[config.mk]
export PLATFORM = sky130hd
export DESIGN_NAME = load_store_unit
export DESIGN_NICKNAME = d
export VERILOG_FILES = /design/src/rtl/load_store_unit.sv
export SDC_FILE = /design/constraint.sdc
export NUM_CORES = 1
export LEC_CHECK = 0
export CORE_ASPECT_RATIO = 0.7
export CORE_MARGIN = 4
export CORE_UTILIZATION = 46
export DETAILED_ROUTE_END_ITERATION = 8
export HOLD_SLACK_MARGIN = 0.02
export PLACE_DENSITY = 0.82
export SYNTH_ARGS = -nofsm -noshare
export SYNTH_HDL_FRONTEND = slang
export SYNTH_SLANG_ARGS = --single-unit
[constraint.sdc]
create_clock -name clock -period 6.05 [get_ports clock]
set_input_delay 1.815 -clock clock [delete_from_list [all_inputs] [get_ports clock]]
set_output_delay 1.815 -clock clock [all_outputs]
set_load 0.02 [all_outputs]
[src/rtl/load_store_unit.sv]
// MIPS32 memory-access stage: drives a word-wide req/ack data-memory port for
// byte/halfword/word loads and stores, and returns aligned, extended load data.
module load_store_unit #(
    parameter int ACK_TIMEOUT = 255
) (
    input  logic        clock,
    input  logic        reset,
    input  logic        start,
    input  logic [5:0]  opcode,
    input  logic [31:0] addr,
    input  logic [31:0] storeData,
    output logic        busy,
    output logic        done,
    output logic [31:0] loadData,
    output logic        addrError,
    output logic        busError,
    output logic        memReq,
    output logic        memWe,
    output logic [31:0] memAddr,
    output logic [3:0]  memBe,
    output logic [31:0] memWdata,
    input  logic        memAck,
    input  logic [31:0] memRdata
);

    localparam logic [5:0] OP_LB  = 6'b100000;
    localparam logic [5:0] OP_LH  = 6'b100001;
    localparam logic [5:0] OP_LW  = 6'b100011;
    localparam logic [5:0] OP_LBU = 6'b100100;
    localparam logic [5:0] OP_LHU = 6'b100101;
    localparam logic [5:0] OP_SB  = 6'b101000;
    localparam logic [5:0] OP_SH  = 6'b101001;
    localparam logic [5:0] OP_SW  = 6'b101011;

    localparam logic [7:0] CNT_LAST = 8'(ACK_TIMEOUT - 1);

    typedef enum logic [1:0] {IDLE, ACCESS, RESP, ERR} state_t;

    state_t      state, state_nxt;
    logic [7:0]  wait_cnt;
    logic [5:0]  op_q;
    logic [1:0]  off_q;
    logic        bus_err_q;

    logic        supported, misaligned;
    logic [3:0]  be_dec;
    logic [31:0] wdata_dec;
    logic        accept, timeout;
    logic [7:0]  lane_byte;
    logic [15:0] lane_half;
    logic [31:0] load_ext;

    // Request decode straight off the EX inputs; only consumed in IDLE.
    always_comb begin
        supported  = 1'b1;
        misaligned = 1'b0;
        be_dec     = 4'b0000;
        wdata_dec  = 32'h0;
        case (opcode)
            OP_LB, OP_LBU: be_dec = 4'b0001 << addr[1:0];
            OP_LH, OP_LHU: begin
                be_dec     = addr[1] ? 4'b1100 : 4'b0011;
                misaligned = addr[0];
            end
            OP_LW: begin
                be_dec     = 4'b1111;
                misaligned = |addr[1:0];
            end
            OP_SB: begin
                be_dec    = 4'b0001 << addr[1:0];
                wdata_dec = {4{storeData[7:0]}};
            end
            OP_SH: begin
                be_dec     = addr[1] ? 4'b1100 : 4'b0011;
                misaligned = addr[0];
                wdata_dec  = {2{storeData[15:0]}};
            end
            OP_SW: begin
                be_dec     = 4'b1111;
                misaligned = |addr[1:0];
                wdata_dec  = storeData;
            end
            default: supported = 1'b0;
        endcase
    end

    assign accept  = (state == IDLE) && start && supported;
    // Ack in the expiry cycle takes priority over the timeout.
    assign timeout = (state == ACCESS) && !memAck && (wait_cnt == CNT_LAST);

    // Lane select uses the latched address offset from the request.
    always_comb begin
        lane_byte = memRdata[8*off_q +: 8];
        lane_half = off_q[1] ? memRdata[31:16] : memRdata[15:0];
        case (op_q)
            OP_LB:   load_ext = {{24{lane_byte[7]}}, lane_byte};
            OP_LBU:  load_ext = {24'h0, lane_byte};
            OP_LH:   load_ext = {{16{lane_half[15]}}, lane_half};
            OP_LHU:  load_ext = {16'h0, lane_half};
            default: load_ext = memRdata;
        endcase
    end

    always_comb begin
        state_nxt = state;
        case (state)
            IDLE:    if (accept) state_nxt = misaligned ? ERR : ACCESS;
            ACCESS:  if (memAck || timeout) state_nxt = RESP;
            RESP:    state_nxt = IDLE;
            ERR:     state_nxt = IDLE;
            default: state_nxt = IDLE;
        endcase
    end

    assign busy      = accept || (state == ACCESS) || (state == ERR);
    assign done      = (state == RESP) || (state == ERR);
    assign addrError = (state == ERR);
    assign busError  = (state == RESP) && bus_err_q;

    always_ff @(posedge clock or posedge reset) begin
        if (reset) begin
            state     <= IDLE;
            wait_cnt  <= 8'h0;
            op_q      <= 6'h0;
            off_q     <= 2'b00;
            bus_err_q <= 1'b0;
            loadData  <= 32'h0;
            memReq    <= 1'b0;
            memWe     <= 1'b0;
            memAddr   <= 32'h0;
            memBe     <= 4'b0000;
            memWdata  <= 32'h0;
        end else begin
            state <= state_nxt;
            case (state)
                IDLE: if (accept) begin
                    bus_err_q <= 1'b0;
                    if (!misaligned) begin
                        op_q     <= opcode;
                        off_q    <= addr[1:0];
                        wait_cnt <= 8'h0;
                        memReq   <= 1'b1;
                        memWe    <= opcode[3];
                        memAddr  <= {addr[31:2], 2'b00};
                        memBe    <= be_dec;
                        memWdata <= wdata_dec;
                    end
                end
                ACCESS: begin
                    if (memAck || timeout) begin
                        memReq   <= 1'b0;
                        memWe    <= 1'b0;
                        memAddr  <= 32'h0;
                        memBe    <= 4'b0000;
                        memWdata <= 32'h0;
                    end
                    if (memAck) begin
                        if (!op_q[3]) loadData <= load_ext;
                    end else if (timeout) begin
                        bus_err_q <= 1'b1;
                    end else begin
                        wait_cnt <= wait_cnt + 8'h1;
                    end
                end
                default: ;
            endcase
        end
    end

endmodule

==> results of run 1 <==
## report_power, final
part	total, mW	internal, mW	switching, mW
clock network	0.998	0.619	0.379
registers	1.19	1.03	0.167
logic	1.34	0.631	0.712
total	3.53	2.28	1.26
## final timing paths
path	from	endpoint	cells past startpoint
worst min register to register	loadData[4]$_DFFE_PP0P_	loadData[4]$_DFFE_PP0P_	2
max in group asynchronous	reset	loadData[13]$_DFFE_PP0P_	3
worst max register to register	state[1]$_DFFE_PP0P_	memAddr[25]$_DFFE_PP0P_	6
min in group asynchronous	reset	loadData[2]$_DFFE_PP0P_	2
worst max-delay path	opcode[3]	busy	5
worst min-delay path	loadData[4]$_DFFE_PP0P_	loadData[4]$_DFFE_PP0P_	2
## sequential cells by signal, summed over array words and instances (netlist names)
name	cells
loadData	32
memWdata	32
memAddr	30
wait_cnt	8
op_q	6
memBe	4
off_q	2
state	2
bus_err_q	1
memReq	1
memWe	1
## critical path, delay by kind of cell
family	cells	cell delay (ps)
AO/OA/AOI/OAI	1	100
buffers and inverters	2	1170
AND/OR/NAND/NOR	2	600
## area by class of cell
class | instances | area share, %
Inverter | 47 | 2.04
Multi-Input combinational cell | 412 | 30.3
Tap cell | 162 | 2.31
Timing Repair Buffer | 217 | 24.6
Sequential cell | 119 | 34.0
Clock buffer | 18 | 5.01
Clock inverter | 14 | 1.74
## stage by stage
step | setup WS, ps | cell area [µm²] | total power [mW]
2_1_floorplan | 1080 | 6020 | 1.89
3_3_place_gp | 624 | 8170 | 2.49
3_5_place_dp | 545 | 8170 | 2.54
4_1_cts | 530 | 8760 | 3.55
5_1_grt | 454 | 8760 | 3.71
6_report | 549 | 8760 | 3.53
## layout by cell type (no fill, tap or decap), drive strengths merged, types with 14 or more instances in the layout
cell and count:
clkdlybuf4s50 209, dfrtp 119, nand2 99, nor2 61, inv 48, a21oi 44, mux2i 41, mux2 40
clkbuf 18, o21ai 14
## layer usage
metal | routed length (µm) | up-vias | GRT usage [%]
li1 | - | 2493 | -
met1 | 7450 | 2652 | 32.3
met2 | 9250 | 210 | 40.8
met3 | 1100 | 34 | 4.47
met4 | 375 | 0 | 7.66
met5 | 0 | - | 0
## logic make-up (layout without fill, tap and decap cells)
group	count (synthesis)	count (layout)
adder cells (fa/ha/maj)	2	2
AND/OR/NAND/NOR	219	219
multiplexers	84	84
buffers and inverters	86	296
other	1	2
AO/OA/AOI/OAI	105	105
flip-flops	119	119
==> results.cfg, run 1 <==
[timing]
fmax_ghz = 0.182
finalCriticalPeriod_ps = 5500
finClkSkew_ps = 9.49
fin_crit_sh_pct = 90.9
rsz0062_at_grt = false
setup_tns_ps = 0
whs_ps = 491
slew_headroom_pct = 32.9
final-hold-violation-count = 0
setup-violations-final = 0
drv_slew = 0
worstMarginPinSlew_ps = 1010

[synthesis]
synthMuxAreaShare_pct = 15.4
synth_simple_gate_area_share_pct = 16.8
yosysSeqAreaShare_pct = 49.5
synth_top_area_share_pct = 49.5
syn_area_per_cell_um2 = 9.77
synth.top_cells.by_count = dfrtp_1 (119), nand2_1 (98), nor2_1 (59), inv_1 (47), a21oi_1 (44)
synth_most_common_cell = dfrtp_1
synth_cells = 616
yosysWarnings = 0
yosysUniqueCellTypes = 58
ys_async_sr_fraction_pct = 100
synth_top_family_by_area = simple AND/OR/NAND/NOR gates
synth.area.top_cells = dfrtp_1 (50%), mux2_2 (7.3%), mux2i_1 (6.8%)
yosys.area.top_type = dfrtp_1
synth-adder-area-share_pct = 0.416
ys_seq_elements = 119
synth-xor-area-share_pct = 0
synth_enable_flop_cells = 0
synth-main-ff-cell = dfrtp_1
syn_area_mm2 = 0.00602
synth_compound_area_share_pct = 11.3

[global_routing]
antenna_found_initial = 0
gr-usage-all-layers_pct = 24.5
grt_max_degree = 61
overflow = 0
grt_pass1_wl_um = 29100
first_global_vias = 5438

[cts]
postCtsHoldBufs = 0
cts_root_buffer = clkbuf_16
cts.path.max_buffers = 2
cts_sinks = 119
cts_resized = 0
clk_latency_ps = 410
path_clk_slew_ps = 60
tritoncts.num_buffers = 17
cts_tree = built
cts_setup_buffers = 0
htreeDepth = 4

[worst_setup_path]
crit_arrival_ps = 3690
cpMaxStageDelayCell = clkdlybuf4s50_1
path_max_fanout = 5
cp_cell_sequence = clkdlybuf4s50_1, a21oi_1, nor3_1, nor2_1, clkdlybuf4s50_1
worstSetupStartpointType = input pin
cpMostUsedCell = clkdlybuf4s50_1
critPathCaptureType = output pin
critPathRequiredTime_ps = 4240
rrSetupSlack_ps = 3170
path_class = in -> out
max_stage_delay_ps = 600

[pwr]
power_density_mw_per_mm2 = 404
max-vdd-ir-drop_uv = 265
p_leak_nw = 4.07

[placed_design]
dp.cells = 957
portBuffers = 209
gp_congestion = 0.857
place_hpwl_um = 13400

[flow_run]
max-cap-violations = 0

[routing]
drt-total-wl_um = 18200
vias = 5389
drtAntennaViolNets = 0
drt_first_pass_iters = 5
wl_per_cell_um = 18.4
drc = 0
avgViaCountPerCell = 5.45
drt_iter0_markers = 425

[layout]
multi_input_area_mm2 = 0.00266
syn_to_final_growth_pct = 45.6
layout-drive-gt1-share_pct = 11.6
antenna_cells = 0
layout.cells.non_filler = 989
fin_nets = 922
utilization_pct = 69.6
regArea_mm2 = 0.00298
fillCellCount = 907

[floorplan]
start_util_pct = 47.8
core_area_mm2 = 0.0126
die_h_um = 104
pin_count = 212
fp-row-count = 34
die_w_um = 145
die_area_mm2 = 0.0150

[outcome]
outcome = finished clean

[worst_hold_path]
holdCritPathClass = reg -> reg
No activity file was read; power rests on OpenSTA's default activity.
==> run 2, diff against run 1 <==
--- a/config.mk
+++ b/config.mk
@@ -5,7 +5,7 @@
 export SDC_FILE = /design/constraint.sdc
 export NUM_CORES = 1
 export LEC_CHECK = 0
-export CORE_ASPECT_RATIO = 0.7
+export CORE_ASPECT_RATIO = 1.75
 export CORE_MARGIN = 4
 export CORE_UTILIZATION = 46
 export DETAILED_ROUTE_END_ITERATION = 8
==> run 2 against run 1 <==
Against the previous run: register-to-register slack worse by 530 ps; largest power group unchanged; critical path depth unchanged; maximum frequency increased by 0.31%; combinational power about the same; first-iteration DRC count is 28% lower; wire length up 0.37%; power down 1.8%; critical path type unchanged; die area increased by 0.28%; clock skew up 1.0 ps; sequential power about the same.
==> results.cfg, run 2 (synthesized netlist as in run 1, its figures left out) <==
[outcome]
outcome = finished clean

[routing]
avgViaCountPerCell = 5.48
vias = 5462
drt_iter0_markers = 304
drt-total-wl_um = 18200
wl_per_cell_um = 18.3
drtAntennaViolNets = 0
drt_first_pass_iters = 5
drc = 0

[layout]
final_common_cell = clkdlybuf4s50_1
antenna_cells = 0
layout-drive-gt1-share_pct = 11.3
reg_top3 = loadData (32), memWdata (32), memAddr (30)
layout_common_cells = clkdlybuf4s50_1 (209), dfrtp_1 (119), nand2_1 (98)
utilization_pct = 67.8
fin_nets = 921
syn_to_final_growth_pct = 45.0
fillCellCount = 1015

[pwr]
p_comb_share_pct = 38.5
max-vdd-ir-drop_uv = 194
p_leak_nw = 4.04
swShare_pct = 35.8
clock_power_share_pct = 27.1
switching_power_mw = 1.24
power_density_mw_per_mm2 = 398
p_int_mw = 2.23
power.share.sequential_pct = 34.4

[cts]
postCtsHoldBufs = 0
cts_setup_buffers = 0
clk_latency_ps = 410
htreeDepth = 4
cts_tree = built
path_clk_slew_ps = 60
cts_resized = 0
cts_root_buffer = clkbuf_16
cts_sinks = 119
tritoncts.num_buffers = 17
cts.path.max_buffers = 2

[timing]
rsz0062_at_grt = false
setup-violations-final = 0
final-hold-violation-count = 0
finClkSkew_ps = 10.5
setup_tns_ps = 0
fin_crit_sh_pct = 90.7
fmax_ghz = 0.182
drv_slew = 0
slew_headroom_pct = 16.1
finalCriticalPeriod_ps = 5480
worstMarginPinSlew_ps = 1260

[floorplan]
die_h_um = 159
die_w_um = 94.4
pin_count = 212
core_area_mm2 = 0.0129
fp-row-count = 55
start_util_pct = 46.7
die_area_mm2 = 0.0150

[global_routing]
grt_max_degree = 54
grt_pass1_wl_um = 28900
overflow = 0
gr-usage-all-layers_pct = 24.5
antenna_found_initial = 0
first_global_vias = 5752

[worst_setup_path]
worstSetupStartpointType = input pin
critPathRequiredTime_ps = 4240
path_class = in -> out
path_max_fanout = 7
critPathCaptureType = output pin
crit_arrival_ps = 3670

[placed_design]
place_hpwl_um = 13600
portBuffers = 209
gp_congestion = 0.883

[flow_run]
max-cap-violations = 0

[worst_hold_path]
holdCritPathClass = reg -> reg
run 2: per-stage QoR:
| step | power, mW | instances | worst slack, ps | area [µm²] | hold slack, ps |
|---|---|---|---|---|---|
| floorplan | 1.89 | 617 | 1080 | 6020 | 424 |
| global placement | 2.49 | 965 | 596 | 8170 | 440 |
| detailed placement | 2.54 | 965 | 600 | 8170 | 453 |
| CTS | 3.49 | 997 | 581 | 8720 | 477 |
| global route | 3.65 | 997 | 460 | 8720 | 500 |
| finish | 3.47 | 997 | 565 | 8720 | 473 |
run 2: area by class of cell:
class | instances | area, µm² | area share, %
Clock buffer | 20 | 447 | 5.12
Timing Repair Buffer | 216 | 2140 | 24.6
Sequential cell | 119 | 2980 | 34.1
Inverter | 47 | 179 | 2.05
Multi-Input combinational cell | 412 | 2660 | 30.4
Clock inverter | 12 | 104 | 1.19
Tap cell | 171 | 214 | 2.45
run 2: metal layers:
| layer | up-vias | global-route usage [%] | wire, µm |
|---|---|---|---|
| li1 | 2487 | - | - |
| met2 | 241 | 44.8 | 10000 |
| met1 | 2681 | 25.1 | 6220 |
| met5 | - | 0 | 0 |
| met4 | 0 | 11.3 | 573 |
| met3 | 53 | 6.95 | 1440 |
run 2: power groups by stage:
stage | logic, mW | registers, mW | clock network (mW)
floorplan | 0.474 | 1.42 | 0
finish | 1.34 | 1.19 | 0.941
global placement | 1.30 | 1.19 | 0
CTS | 1.35 | 1.19 | 0.953
detailed placement | 1.34 | 1.20 | 0
global route | 1.43 | 1.23 | 0.993
run 2: path summary, 6_finish.rpt:
check	startpoint	endpoint	slack, ps	cells after the start
min in group asynchronous	reset	loadData[9]$_DFFE_PP0P_	1870	2
worst min-delay path	op_q[5]$_DFFE_PP0P_	op_q[5]$_DFFE_PP0P_	470	1
worst min register to register	op_q[5]$_DFFE_PP0P_	op_q[5]$_DFFE_PP0P_	470	1
worst max register to register	state[0]$_DFFE_PP0P_	loadData[26]$_DFFE_PP0P_	2640	4
max in group asynchronous	reset	memWdata[5]$_DFFE_PP0P_	3170	3
worst max-delay path	opcode[2]	busy	570	5
run 2: worst max-delay path, cell delays in order:
cell and delay (ps):
clkdlybuf4s50_1 570, nor2b_1 70, nor3_1 490, nor2_1 130, clkdlybuf4s50_1 590
==> run 3, diff against run 2 <==
--- a/config.mk
+++ b/config.mk
@@ -8,6 +8,7 @@
 export CORE_ASPECT_RATIO = 1.75
 export CORE_MARGIN = 4
 export CORE_UTILIZATION = 46
+export CTS_CLUSTER_DIAMETER = 80
 export DETAILED_ROUTE_END_ITERATION = 8
 export HOLD_SLACK_MARGIN = 0.02
 export PLACE_DENSITY = 0.82
==> results of run 3 <==
The final DEF is identical to that of run 2; final timing and power are the same.
